File: src/rtl/key_add_pipe.sv
// Round-key XOR stage: key store of NUM_KEYS slots plus one valid/ready output register.
// Optional macro KEY_ADD_ZEROIZE_EN adds a zeroize input that wipes the key store and drops the held beat.
module key_add_pipe #(
    parameter int DATA_W   = 128,
    parameter int NUM_KEYS = 11
) (
    input  logic                clk,
    input  logic                n_rst,
`ifdef KEY_ADD_ZEROIZE_EN
    input  logic                zeroize,
`endif
    input  logic                key_wr_en,
    input  logic [3:0]          key_wr_idx,
    input  logic [DATA_W-1:0]   key_wr_data,
    output logic [NUM_KEYS-1:0] key_loaded,
    input  logic                in_valid,
    output logic                in_ready,
    input  logic [DATA_W-1:0]   in_data,
    input  logic [3:0]          in_round,
    output logic                out_valid,
    input  logic                out_ready,
    output logic [DATA_W-1:0]   out_data,
    output logic                out_err
);

    logic [DATA_W-1:0]   key_q [NUM_KEYS];
    logic [NUM_KEYS-1:0] key_loaded_q;
    logic                out_valid_q, out_valid_d;
    logic [DATA_W-1:0]   out_data_q, out_data_d;
    logic                out_err_q, out_err_d;
    logic [DATA_W-1:0]   key_sel_s;
    logic                key_hit_s;
    logic                accept_s;
    logic                zeroize_s;

`ifdef KEY_ADD_ZEROIZE_EN
    assign zeroize_s = zeroize;
`else
    assign zeroize_s = 1'b0;
`endif

    assign in_ready   = !zeroize_s && (!out_valid_q || out_ready);
    assign accept_s   = in_valid && in_ready;
    assign key_loaded = key_loaded_q;
    assign out_valid  = out_valid_q;
    assign out_data   = out_data_q;
    assign out_err    = out_err_q;

    // Key lookup: out-of-range rounds match no slot and therefore read as unloaded.
    always_comb begin
        key_sel_s = '0;
        key_hit_s = 1'b0;
        for (int i = 0; i < NUM_KEYS; i++) begin
            key_sel_s = key_sel_s | (key_q[i] & {DATA_W{in_round == 4'(i)}});
            key_hit_s = key_hit_s | (key_loaded_q[i] & (in_round == 4'(i)));
        end
    end

    // Output stage next state: zeroize drops the beat, accept loads, drain clears valid.
    always_comb begin
        out_valid_d = out_valid_q;
        out_data_d  = out_data_q;
        out_err_d   = out_err_q;
        if (zeroize_s) begin
            out_valid_d = 1'b0;
            out_data_d  = '0;
            out_err_d   = 1'b0;
        end else if (accept_s) begin
            out_valid_d = 1'b1;
            out_data_d  = key_hit_s ? (in_data ^ key_sel_s) : in_data;
            out_err_d   = !key_hit_s;
        end else if (out_ready) begin
            out_valid_d = 1'b0;
        end else begin
            out_valid_d = out_valid_q;
        end
    end

    // Output register.
    always_ff @(posedge clk or negedge n_rst) begin
        if (!n_rst) begin
            out_valid_q <= 1'b0;
            out_data_q  <= '0;
            out_err_q   <= 1'b0;
        end else begin
            out_valid_q <= out_valid_d;
            out_data_q  <= out_data_d;
            out_err_q   <= out_err_d;
        end
    end

    // Key store; the lookup above reads the pre-write value, so a same-cycle beat sees the old key.
    always_ff @(posedge clk or negedge n_rst) begin
        if (!n_rst) begin
            key_loaded_q <= '0;
            for (int i = 0; i < NUM_KEYS; i++) begin
                key_q[i] <= '0;
            end
        end else if (zeroize_s) begin
            key_loaded_q <= '0;
            for (int i = 0; i < NUM_KEYS; i++) begin
                key_q[i] <= '0;
            end
        end else begin
            for (int i = 0; i < NUM_KEYS; i++) begin
                if (key_wr_en && (key_wr_idx == 4'(i))) begin
                    key_q[i]        <= key_wr_data;
                    key_loaded_q[i] <= 1'b1;
                end else begin
                    key_q[i]        <= key_q[i];
                    key_loaded_q[i] <= key_loaded_q[i];
                end
            end
        end
    end

endmodule

File: config.mk
export PLATFORM = sky130hd
export DESIGN_NAME = key_add_pipe
export DESIGN_NICKNAME = d
export VERILOG_FILES = /design/src/rtl/key_add_pipe.sv
export SDC_FILE = /design/constraint.sdc
export NUM_CORES = 2
export LEC_CHECK = 0
export ABC_AREA = 1
export ABC_CLOCK_PERIOD_IN_PS = 2350
export CORE_UTILIZATION = 65
export DETAILED_ROUTE_END_ITERATION = 10
export PLACE_DENSITY = 0.86
export SYNTH_ARGS = -nofsm -noshare
export SYNTH_HDL_FRONTEND = slang
export SYNTH_SLANG_ARGS = --single-unit
export TNS_END_PERCENT = 1
File: constraint.sdc
create_clock -name clk -period 2.35 [get_ports clk]
set_input_delay 0.47 -clock clk [delete_from_list [all_inputs] [get_ports clk]]
set_output_delay 0.47 -clock clk [all_outputs]
set_load 0.1 [all_outputs]
Yosys cells after proc, flatten, opt, wreduce, memory -nomap -nowiden
Index checks and enable logic that the tools add are counted.
- equality and inequality tests: 20
- muxes and demuxes: 3
- bitwise logic cells: 43
- reduce and logical (&&, ||, !) cells: 18
- operator list (kind ; number):
    AND 128 bit ; 11
    bitwise OR 128 bit ; 10
    two-way mux 128 bit ; 1
    XOR 128 bit ; 1
    == test 4 x 3 -> 1 bit (second input constant) ; 8
    == test 4 bit (second input constant) ; 6
    == test 4 x 2 -> 1 bit (second input constant) ; 4
    logical AND 1 bit ; 12
    AND 1 bit ; 11
    bitwise OR 1 bit ; 10
    == test 4 x 1 -> 1 bit (second input constant) ; 2
    logical NOT 4 bit ; 2
    logical NOT 1 bit ; 2
    two-way mux 1 bit ; 2
    nonzero test 2 bit ; 1
    logical OR 1 bit ; 1
- flip-flop bits (word level): 1549
- input port bits: 269
- output and inout port bits: 142

Longest topological paths before layout
- depth in word-level cells: 14
- mapped depth: 13
- gate-level depth less buffers: 10

Worst setup path after synthesis
No wires, ideal clock.
- kind: reg2reg
- start: register out_valid_q (netlist: out_valid)
- end: register out_data_q[0] (netlist: out_data[0])
- setup time: 0.068 ns
- data arrival time: 2.814 ns
- slack: -0.531 ns
- stages on the path, launching flop included: 7
- path buffers: 2
- clock period less this slack: 2.881 ns
- cell sequence: dfrtp_1 > nand2_1 > nand2_1 > clkbuf_1 > clkbuf_1 > nand2_1 > nand2_1
- longest elaborated chain between the ends: 3
- RTL lines (item ; RTL line ; RTL):
    start: declaration ; 28 ; logic out_valid_q, out_valid_d;
    start signal: assignment ; 86 ; out_valid_q <= out_valid_d;
    logical NOT 1 bit ; 42 ; assign in_ready = !zeroize_s && (!out_valid_q || out_ready);
    logical OR 1 bit ; 42 ;
    net in_ready ; 17 ; output logic in_ready,
    logical AND 1 bit ; 43 ; assign accept_s = in_valid && in_ready;
    end signal: assignment ; 87 ; out_data_q <= out_data_d;
    end: declaration ; 29 ; logic [DATA_W-1:0] out_data_q, out_data_d;
The timed path passes the listed nets, and every way through them passes these cells.
A chain may end at the register's enable or synchronous reset.

Worst setup path after layout
- start: register out_data_q[127] (netlist: out_data[127])
- end: output out_data[127]
- RTL lines (item ; RTL line ; RTL):
    end: declaration ; 22 ; output logic [DATA_W-1:0] out_data,
No word-level cell between the ends.

==> metrics.txt <==
run status completed; layout cells sized above 1 9.33%; largest net degree at the start of global routing 117; first-pass GRT wire length 351 mm; via count 66478; main combinational cell family by area after synthesis simple AND/OR/NAND/NOR gates; DR iter-0 viols 8072; RR Endpoint out_data[125]; routed len/inst 20.4 µm; Relative slew margins 50.1%; endpoints failing hold 0; crit-path max cell delay 460 ps; pre-CTS setup slack -374 ps; Total Power 75.8 mW; Max Cap Violations 0; syn avg cell area 7.92 µm²; Area after DPL 79100 µm²; clock sink total 1549; Setup Crit Path Kind reg -> out; Post-Route WL 218 mm; post-route cell area 84600 µm²; Num CTS Buffers 157; reg-to-reg slack, setup 600 ps; H-Tree Depth 4; core area 108000 µm²; Die Wd 332 µm; Global Route Usage Sum 39.7%; Fillers 6792; number of global-route vias before repair 66367; Pins Over Slew Limit 0; DRC violations left 0; CP Launch Type register; simple-gate portion of the synthesized area 28.4%; fin crit share 86.7%; post-synthesis adder-cell area fraction 0%; Crit Reg-Reg Startpoint key_loaded[8]; synthesized net count 9221; Final TNS setup 0 ps; grt ovf 0; Initial Utilization 65.9%; Mapped Cells 8952; clk slew on worst S/H paths 60 ps; Row Count 120; RSZ-0062 raised after global routing false; CP cell instances buf_4; Top delay family on crit path flip-flops; synth unique cells 18; Post-layout nets 9446; Area contributors post-synth dfrtp_1, nand2_1, nand3_1; register area share after synthesis 54.7%; synth warn 0; routability cong. 0.878; fmax 491 MHz; I/O Buffers 410; post-synthesis compound-gate area fraction 9.95%; Arrival @ worst endpoint 1570 ps; PD cells 896 nW/µm²; CTS tree done; area of the mapped netlist 70900 µm²; Die ar. 110000 µm²; Worst Path Max Fanout 2; Critical Path Slowest Stage Cell dfrtp_1; CTS max path bufs 3; peak supply drop 0.666 mV; Final Critical Period 2040 ps; Yosys reg bits 1549; Fin Hold WS 282 ps; n_diodes 0; post-CTS setup buffers 0; post-DP HPWL 135 mm; multiplexer share of the synthesized area 0%; TritonRoute pass-1 iters 8; worst slew pin tran 748 ps; final setup vio count 0; Crit path buffers/inverters 1; Final Worst Setup Slack 312 ps; most common cell after layout, fill and taps aside nand2_1; antenna-violating nets left 0; leading area contributor after synthesis dfrtp_1; Layout area overhead 19.4%; chip height 332 µm; Worst Reg-to-Reg Cells 10; Synth top area share 54.7%; commonest non-fill, non-tap cells in the layout nand2_1, nand3_1, dfrtp_1, o21ai_0, nor2_1; post-synthesis xor/xnor area fraction 0%; initial antenna violation count 2; Boundary Pins 411; Clock Skew 20.1 ps; worst skew pair latency 760 ps; clk root buf clkbuf_16; number of vias per cell 6.21; CP required 1880 ps; endpoint type of the worst setup path output port; Hold Crit Class in -> async; Static Leakage 42.9 nW
[synth_stat cells (all sizes together)]
cell type     n
inv         407
dfrtp      1549
nor2        527
nand3      1679
buf         325
nand2      2589
o21ai      1409
nor3          2
and3          1
clkbuf      461
or2           3
[area by class of cell]
type	count	area [µm²]	area share, %
clock buffer	236	4800	5.67
sequential	1549	38800	45.8
multi-input combinational	6210	27300	32.3
inverter	407	1560	1.85
timing repair buffer	852	9650	11.4
clock inverter	50	728	0.861
tap	1403	1760	2.08
[per-stage QoR]
stage | std cells | util (%)
after detailed placement | 10420 | 73.5
after global placement | 10420 | 73.5
final | 10707 | 78.7
after CTS | 10707 | 78.7
after global routing | 10707 | 78.7
after floorplan | 8952 | -
[kinds of logic after synthesis]
logic type / after synthesis
compound gates: 1409
simple gates: 4801
buf+inv: 1193
flops: 1549
[state kept, by name, summed over array words and instances (netlist names)]
name,count
key_q,1408
out_data,128
out_valid,1
out_err,1
key_loaded,11
[how the worst max path moves through the flow]
stage	startpoint	to	slack [ps]	cells after the start
2_1_floorplan	out_valid	out_data[35]	160	7
5_1_grt	in_round[2]	out_data[126]	250	12
6_report	out_data[127]	out_data[127]	310	1
3_3_place_gp	in_round[1]	out_data[10]	-290	13
3_5_place_dp	in_round[1]	out_data[19]	-370	13
4_1_cts	out_data[52]	out_data[52]	310	1
[per-layer routing]
| metal | part of all wire [%] | global-route usage [%] |
|---|---|---|
| met1 | 38 | 52.4 |
| met2 | 46 | 62.0 |
| met3 | 12 | 9.47 |
| met4 | 4.7 | 19.8 |
| met5 | 0.011 | 0 |
[repair_timing]
item                                   CTS  global route
endpoints found under the hold margin   52             0
resized for setup                        0             0
hold buffers                             1             0
[power by group]
| group | total (mW) | internal, mW | switching, mW |
|---|---|---|---|
| combinational | 14.1 | 4.60 | 9.46 |
| sequential | 35.1 | 32.0 | 3.11 |
| clock | 26.6 | 16.0 | 10.7 |
| total | 75.8 | 52.5 | 23.3 |
Note: power is estimated with default switching activity, not from simulation.
